## src/rtl/note_draw_sequencer.sv

```systemverilog
// note_draw_sequencer: owns the 15 note slots, moves them once per frame and
// sequences the drawer (clear, then 15 x 16-cycle slot draws) with a plot
// strobe delayed one cycle to line up with the drawer's registered output.

// One note slot: position/colour/active state, changed only on the update cycle.
module note_slot #(
  parameter logic [7:0] SPAWN_X  = 8'd160,
  parameter logic [7:0] RETIRE_X = 8'd22,
  parameter logic [7:0] STEP     = 8'd2
) (
  input  logic       CLK,
  input  logic       reset,
  input  logic       upd,
  input  logic       load,
  input  logic [2:0] load_colour,
  output logic       active,
  output logic [7:0] x,
  output logic [2:0] colour
);
  // load is only raised for a slot that was inactive, so it never races a move
  always_ff @(posedge CLK) begin
    if (reset) begin
      active <= 1'b0;
      x      <= '0;
      colour <= '0;
    end else if (upd) begin
      if (load) begin
        active <= 1'b1;
        x      <= SPAWN_X;
        colour <= load_colour;
      end else if (active) begin
        if (x < RETIRE_X) begin
          active <= 1'b0;
          x      <= '0;
          colour <= '0;
        end else begin
          x <= x - STEP;
        end
      end
    end
  end
endmodule

module note_draw_sequencer #(
  parameter int FRAME_DIV    = 833333,
  parameter int CLEAR_CYCLES = 19764,
  parameter int SPAWN_X      = 160,
  parameter int END_X        = 20,
  parameter int STEP         = 2
) (
  input  logic         CLK,
  input  logic         reset,
  input  logic         enable,
  input  logic         spawn_req,
  input  logic [2:0]   spawn_colour,
  output logic [4:0]   command,
  output logic         plot,
  output logic [119:0] note_x,
  output logic [44:0]  note_colour,
  output logic [14:0]  note_active,
  output logic         busy,
  output logic         spawn_drop,
  output logic         frame_overrun
);
  localparam int NUM_SLOTS = 15;
  localparam int DIV_W     = $clog2(FRAME_DIV + 1);
  localparam int CLR_W     = $clog2(CLEAR_CYCLES + 1);

  typedef enum logic [1:0] {IDLE, CLEAR, DRAW, UPDATE} state_t;

  state_t                          state, state_nx;
  logic [DIV_W-1:0]                div_cnt;
  logic [CLR_W-1:0]                clr_cnt;
  logic [3:0]                      slot, sub;
  logic                            tick, upd, any_free, found;
  logic                            pend_vld;
  logic [2:0]                      pend_col;
  logic [NUM_SLOTS-1:0]            load;
  logic [NUM_SLOTS-1:0][7:0]       x_arr;
  logic [NUM_SLOTS-1:0][2:0]       col_arr;

  assign tick     = (div_cnt == DIV_W'(FRAME_DIV - 1));
  assign upd      = (state == UPDATE);
  assign busy     = (state != IDLE);
  assign any_free = ~&note_active;

  // Free-running frame divider, independent of enable and FSM state
  always_ff @(posedge CLK) begin
    if (reset || tick) div_cnt <= '0;
    else               div_cnt <= div_cnt + 1'b1;
  end

  // State register plus clear/draw counters, which idle at zero outside their state
  always_ff @(posedge CLK) begin
    if (reset) begin
      state   <= IDLE;
      clr_cnt <= '0;
      slot    <= '0;
      sub     <= '0;
    end else begin
      state <= state_nx;
      if (state == CLEAR) clr_cnt <= clr_cnt + 1'b1;
      else                clr_cnt <= '0;
      if (state == DRAW) begin
        sub <= sub + 1'b1;
        if (sub == 4'hF) slot <= slot + 1'b1;
      end else begin
        sub  <= '0;
        slot <= '0;
      end
    end
  end

  // Next state and drawer command; anything but a slot draw shows 15
  always_comb begin
    state_nx = state;
    command  = 5'd15;
    case (state)
      IDLE:   if (tick && enable) state_nx = CLEAR;
      CLEAR:  if (clr_cnt == CLR_W'(CLEAR_CYCLES - 1)) state_nx = DRAW;
      DRAW: begin
        command = {1'b0, slot};
        if (slot == 4'd14 && sub == 4'hF) state_nx = UPDATE;
      end
      UPDATE: state_nx = IDLE;
      default: state_nx = IDLE;
    endcase
  end

  // Plot strobe trails the pixel-producing states by the drawer's one register
  always_ff @(posedge CLK) begin
    if (reset) plot <= 1'b0;
    else       plot <= (state == CLEAR) || (state == DRAW);
  end

  // Pending spawn holder and the drop/overrun pulses
  always_ff @(posedge CLK) begin
    if (reset) begin
      pend_vld      <= 1'b0;
      pend_col      <= '0;
      spawn_drop    <= 1'b0;
      frame_overrun <= 1'b0;
    end else begin
      // a request colliding with the consuming update is accepted, not dropped
      spawn_drop    <= (spawn_req && pend_vld && !upd) || (upd && pend_vld && !any_free);
      frame_overrun <= tick && (state != IDLE);
      if (spawn_req && (!pend_vld || upd)) begin
        pend_vld <= 1'b1;
        pend_col <= spawn_colour;
      end else if (upd) begin
        pend_vld <= 1'b0;
      end
    end
  end

  // Lowest-index slot that was free before this update takes the pending note
  always_comb begin
    load  = '0;
    found = 1'b0;
    for (int i = 0; i < NUM_SLOTS; i++) begin
      if (!note_active[i] && !found) begin
        load[i] = upd && pend_vld;
        found   = 1'b1;
      end
    end
  end

  for (genvar g = 0; g < NUM_SLOTS; g++) begin : g_slot
    note_slot #(
      .SPAWN_X  (8'(SPAWN_X)),
      .RETIRE_X (8'(END_X + STEP)),
      .STEP     (8'(STEP))
    ) u_slot (
      .CLK         (CLK),
      .reset       (reset),
      .upd         (upd),
      .load        (load[g]),
      .load_colour (pend_col),
      .active      (note_active[g]),
      .x           (x_arr[g]),
      .colour      (col_arr[g])
    );
  end

  assign note_x      = x_arr;
  assign note_colour = col_arr;
endmodule

```

## config.mk

```make
export PLATFORM = sky130hd
export DESIGN_NAME = note_draw_sequencer
export DESIGN_NICKNAME = d
export VERILOG_FILES = /design/src/rtl/note_draw_sequencer.sv
export SDC_FILE = /design/constraint.sdc
export NUM_CORES = 1
export LEC_CHECK = 0
export BUFFER_PORTS_ARGS = -buffer_cell sky130_fd_sc_hd__buf_2
export CAP_MARGIN = 15
export CELL_PAD_IN_SITES_DETAIL_PLACEMENT = 0
export CELL_PAD_IN_SITES_GLOBAL_PLACEMENT = 1
export CORE_MARGIN = 2
export CORE_UTILIZATION = 36
export CTS_BUF_LIST = sky130_fd_sc_hd__clkbuf_16
export DETAILED_ROUTE_END_ITERATION = 8
export PLACE_DENSITY = 0.79
export SYNTH_ARGS = -nofsm -noshare
export SYNTH_HDL_FRONTEND = slang
export SYNTH_SLANG_ARGS = --single-unit
```

## constraint.sdc

```tcl
create_clock -name CLK -period 3.14 [get_ports CLK]
set_clock_uncertainty 0.2 [all_clocks]
set_input_delay 0.314 -clock CLK [delete_from_list [all_inputs] [get_ports CLK]]
set_output_delay 0.314 -clock CLK [all_outputs]
set_load 0.1 [all_outputs]
```

==> reports/metrics.yaml, run 1 <==
status: "finished clean"
cts_tree: "built"
cts_buffers: 26
arrival_ns: 2.97
globalRouteOverflowTotal: 0
crit_top_cell: "a21oi_1"
ys.flop_type: "dfxtp_1"
routabilityCongestion: 0.819
timing.setup.tns_ns: 0
async_flop_share_pct: 0
htreeDepth: 1
clkTransAtPathRegs_ns: 0.06
core_um2: 27700
worstPathCellList: "ha_2, buf_12, nand4_1, nor4_1, a21oi_1, or3_1, a21oi_1"
critPathCaptureType: "flop"
syn_to_final_growth_pct: 19.6
cts.path.max_buffers: 3
diodes: 0
grt_pass1_vias: 8304
drive_gt1_share_pct: 17.8
place.port_buffers: 179
synth_edf_count: 0
layout_common_cells: "dfxtp_1, buf_2, nor2_1"
die_area_um2: 29400
worstSetupStartpointType: "flop"
syn_area_um2: 10100
dr_total_vias: 8963
ir_drop_uv: 285
crit_required_ns: 3.41
yosysSeqAreaShare_pct: 43.0
grt_max_degree: 47
period_share_pct: 86.0
drt_iter0_markers: 630
cp_slowest_stage_delay_ns: 0.61
hold_violations: 0
setup_viol: 0
cap_violations: 0
drt.antenna.violating_nets: 0
slew_violations: 0
detailed_place_hpwl_mm: 20.1
crit_type: "reg2reg"
routed_wl_mm: 27.7
r2r_slack_ns: 0.44
crit_fanout: 46
crit_slowest_cell: "nor4_1"
grt_pass1_wl_mm: 43.5
numClockSinks: 217
drc: 0
wire_per_inst_um: 15.8
fin_ws_ns: 0.439
final_common_cell: "dfxtp_1"
die_h_um: 171
cts_root_buffer: "clkbuf_16"
fmax_mhz: 370
grt_setup_unrepaired: "no"
grtUsageTotal_pct: 18.2
row_count: 61
antenna_found_initial: 0
cp_num_buf_inv: 1
synth_seq_cells: 217
synth_cell_type_count: 73
powerDensity_nw_per_um2: 491
viasPerCell: 5.11
hold_path_class: "in2reg"
place_ws_ns: 0.480
syn_avg_cell_area_um2: 8.48
post_cts_buffers: 0
clk_latency_ns: 0.53
num-fill-cells: 2814
crit_family: "simple AND/OR/NAND/NOR gates"
fin_hold_ws_ns: 0.0796
post-route-util_pct: 43.6
leakage_nw: 5.04
initial_utilization_pct: 36.4
yosysWarnings: 0
dr.pass1.iters: 7
synth_cells: 1191
slew_headroom_pct: 46.0
final_net_count: 1396
worstMarginPinSlew_ns: 0.790
total_power_mw: 5.92
io_pins: 196
fin_crit_ns: 2.70
chipWidth_um: 171
==> power breakdown <==
part,switching [mW],total [mW],internal [mW]
Clock,1.14,2.74,1.60
Sequential,0.0202,2.79,2.77
Combinational,0.315,0.387,0.0727
Total,1.47,5.92,4.45
==> cell usage after synthesis (9+ instances only) <==
cell | n | area [µm²]
a21o_1 | 16 | 120
o21ai_0 | 48 | 240
buf_4 | 33 | 248
a211oi_1 | 12 | 90.1
buf_2 | 9 | 45.0
nor3_1 | 44 | 220
inv_1 | 60 | 225
a311oi_1 | 9 | 78.8
or3_1 | 22 | 138
o31ai_1 | 9 | 67.6
ha_1 | 26 | 325
xor2_1 | 42 | 368
nand4_1 | 21 | 131
and2_1 | 11 | 68.8
nand2b_1 | 9 | 56.3
nor2_1 | 151 | 567
xnor2_1 | 44 | 385
nor4_1 | 15 | 93.8
dfxtp_1 | 217 | 4340
nand3_1 | 47 | 235
nand2_1 | 92 | 345
a31oi_1 | 13 | 81.3
a21oi_1 | 66 | 330
clkbuf_1 | 30 | 113
and3_1 | 13 | 81.3
a22o_1 | 12 | 105
==> stage by stage <==
step | instances | instance area [µm²]
after global placement | 1708 | 11300
after CTS | 1754 | 12100
final | 1754 | 12100
after floorplan | 1206 | 10200
after global routing | 1754 | 12100
after detailed placement | 1708 | 11300
==> worst min-delay path: stages <==
cell and delay, ns:
buf_2 0.10, inv_1 0.09, o41ai_4 0.10, nand4_1 0.08, a2bb2oi_1 0.06
==> cells by family after synthesis <==
group           share of synthesized area [%]
simple gates                             23.6
fa+ha+maj                                3.22
other cells                            0.0371
xor+xnor                                 7.46
mux                                     0.397
flops                                    43.0
compound gates                           15.6
buf+inv                                  6.72
==> registers in the layout, indices dropped and copies added (netlist names) <==
register and cells:
g_slot.u_slot.x 105, pend_vld 1, plot 1, clr_cnt 15, state 2, g_slot.u_slot.active 15, sub 4, div_cnt 20
frame_overrun 1, slot 4, pend_col 3, spawn_drop 1, g_slot.u_slot.colour 45
==> path summary, 6_finish.rpt <==
| kind | startpoint | endpoint | depth (start not counted) |
|---|---|---|---|
| worst min register to register | g_slot[8].u_slot.colour[0]$_SDFFE_PP0P_ | g_slot[8].u_slot.colour[0]$_SDFFE_PP0P_ | 2 |
| worst max-delay path | state[0]$_SDFFE_PP0P_ | g_slot[12].u_slot.x[3]$_SDFFE_PP0P_ | 7 |
| worst max register to register | state[0]$_SDFFE_PP0P_ | g_slot[12].u_slot.x[3]$_SDFFE_PP0P_ | 7 |
| worst min-delay path | enable | state[0]$_SDFFE_PP0P_ | 5 |
==> layer usage <==
layer  GRT usage (%)  wire length, µm
met3            4.33             2140
met5               0                0
met1            24.9            12800
met4            5.42              598
met2            28.5            12200
==> area by class of cell <==
cell class	count	area, µm²	area share [%]
clock buffers	27	676	5.59
clock inverters	14	80.1	0.663
inverters	60	225	1.86
multi-input cells	851	5130	42.5
flip-flops and latches	217	4340	36.0
well taps	378	473	3.92
repair buffers	207	1150	9.49
==> timing repair <==
item,CTS,global route
hold buffers,5,0
gates resized for setup,0,0
endpoints found under the hold margin,10,0
No activity file was read; power rests on OpenSTA's default activity.
==> inputs of run 2 (changes only) <==
ABC_CLOCK_PERIOD_IN_PS = 3140   (was default)
CORE_UTILIZATION = 41   (was 36)
PLACE_DENSITY = 0.88   (was 0.79)
==> run 2 against run 1 <==
  * Register-to-register slack gained 0.11 ns
  * Worst hold slack gained 0.022 ns
  * Sequential cell count is the same
  * Non-clock buffer count grew 3
  * Die area shrank 12%
  * Maximum frequency grew 4.4%
  * Utilization grew 5.9 points
  * Combinational power shrank 1%
  * Clock power shrank 3%
  * Sequential power is essentially flat
  * Worst setup slack gained 0.11 ns
  * Wire length shrank 3.0%
  * Critical path type unchanged
  * Highest routed layer unchanged
==> reports/metrics.yaml, run 2 (synthesis gave the netlist of run 1 again) <==
syn_to_final_growth_pct: 18.9
drt_iter0_markers: 609  # -3.3%
initial_utilization_pct: 41.6  # +5.2 points
powerDensity_nw_per_um2: 487  # -0.76%
place_ws_ns: 0.626  # +0.145 ns
met1_length_mm: 12.6  # -1.7%
drive_gt1_share_pct: 17.9  # +0.11 points
grt_max_degree: 47  # unchanged
final_cells: 1703  # -2.9%
arrival_ns: 2.83  # -0.14 ns
routabilityCongestion: 0.833  # +1.7%
top_register: "g_slot.u_slot.x"
dp_cells: 1656  # -3.0%
numClockSinks: 217  # unchanged
cts_buffers: 24  # -7.7%
layout_common_cells: "dfxtp_1, buf_2, nor2_1"
cts_tree: "built"
clk_latency_ns: 0.51  # -0.02 ns
routed_wl_mm: 26.9  # -3.0%
globalRouteOverflowTotal: 0  # unchanged
slew_headroom_pct: 39.8  # -6.2 points
grtUsageTotal_pct: 20.1  # +1.9 points
place.port_buffers: 179  # unchanged
final_net_count: 1397  # +0.072%
total_power_mw: 5.85  # -1.3%
critPathCaptureType: "flop"
worstSetupStartpointType: "flop"
detailed_place_hpwl_mm: 19.7  # -2.1%
status: "finished clean"
fmax_mhz: 387  # +4.4%
chipWidth_um: 161  # -6.1%
ctsResizeCount: 0  # unchanged
grt_pass1_wl_mm: 43.2  # -0.87%
crit_required_ns: 3.38  # -0.03 ns
fin_ws_ns: 0.553  # +0.115 ns
hold_violations: 0  # unchanged
reg.largest.list: "g_slot.u_slot.x: 105 flops, g_slot.u_slot.colour: 45 flops, div_cnt: 20 flops"
leakage_nw: 5.04  # -0.15%
timing.setup.tns_ns: 0  # unchanged
dr_total_vias: 9075  # +1.2%
final_common_cell: "dfxtp_1"
largest_reg_flops: 105  # unchanged
clkTransAtPathRegs_ns: 0.06  # about the same
crit_fanout: 22  # -52%
hold_path_class: "in2reg"
route.met3.wl_mm: 2.00  # -6.6%
cap_violations: 0  # unchanged
fin_hold_ws_ns: 0.102  # +0.0219 ns
wire_per_inst_um: 15.8  # about the same
fin_crit_ns: 2.59  # -0.115 ns
period_share_pct: 82.4  # -3.7 points
cts.path.max_buffers: 3  # unchanged
setup_viol: 0  # unchanged
met2WireLength_mm: 11.8  # -3.2%
slew_violations: 0  # unchanged
ir_drop_uv: 300  # +5.1%
antenna_found_initial: 0  # unchanged
drt.antenna.violating_nets: 0  # unchanged
die_h_um: 161  # -6.1%
cts_root_buffer: "clkbuf_16"
viasPerCell: 5.33  # +4.3%
dr.pass1.iters: 5  # -2
top_layer: "met4"
diodes: 0  # unchanged
worstMarginPinSlew_ns: 0.880  # +0.0902 ns
die_area_um2: 25900  # -12%
crit_type: "reg2reg"
core_um2: 24200  # -12%
row_count: 57  # -6.6%
drc: 0  # unchanged
htreeDepth: 1  # unchanged
io_pins: 196  # unchanged
grt_pass1_vias: 8275  # -0.35%
grt_setup_unrepaired: "no"
run 2: changes by cell type in the layout (fill, tap and decap cells not counted):
cell	previous run	this run
clkinv_1	6	9
buf_12	2	1
inv_1	66	63
dlygate4sd3_1	5	6
buf_4	22	25
clkbuf_16	27	25
clkinv_2	1	2
bufinv_16	1	2
run 2: through the flow:
step	instance area, µm²	utilization, %
after detailed placement	11200	46.2
final	12000	49.5
after global routing	12000	49.5
after floorplan	10200	-
after global placement	11200	46.2
after CTS	12000	49.5
run 2: layer usage:
| layer | global-route usage [%] | vias to the layer above |
|---|---|---|
| met5 | 0 | - |
| met4 | 4.55 | 0 |
| met3 | 4.42 | 42 |
| met2 | 31.5 | 279 |
| met1 | 28.5 | 4258 |
| li1 | - | 4496 |
run 2: final timing paths:
check	start	end	slack, ns	cells after the start
worst max-delay path	state[0]$_SDFFE_PP0P_	g_slot[12].u_slot.x[3]$_SDFFE_PP0P_	0.55	7
worst min register to register	sub[0]$_SDFF_PP0_	sub[0]$_SDFF_PP0_	0.25	1
worst max register to register	state[0]$_SDFFE_PP0P_	g_slot[12].u_slot.x[3]$_SDFFE_PP0P_	0.55	7
worst min-delay path	enable	state[0]$_SDFFE_PP0P_	0.10	5
run 2: layout make-up:
| type | instances | area (µm²) |
|---|---|---|
| tap | 324 | 405 |
| timing repair buffer | 210 | 1160 |
| sequential | 217 | 4340 |
| fill | 2369 | 12200 |
| clock inverter | 16 | 115 |
| clock buffer | 25 | 626 |
| inverter | 60 | 225 |
| multi-input combinational | 851 | 5130 |
run 2: critical path: stages (launching register included):
cell and delay (ns):
dfxtp_1 0.36, ha_2 0.25, buf_4 0.28, nand4_1 0.18, nor4_1 0.53, a21oi_1 0.21
or3_1 0.37, a21oi_1 0.14
run 2: timing repair:
item / 4_1_cts / 5_1_grt
hold endpoints to repair: 13 / 0
setup buffers: 0 / 0
hold buffers: 6 / 0
run 2: report_power, final:
| part | internal [mW] | switching [mW] | total, mW |
|---|---|---|---|
| combinational | 0.0712 | 0.311 | 0.382 |
| sequential | 2.77 | 0.0255 | 2.80 |
| clock | 1.58 | 1.08 | 2.66 |
| total | 4.43 | 1.42 | 5.85 |
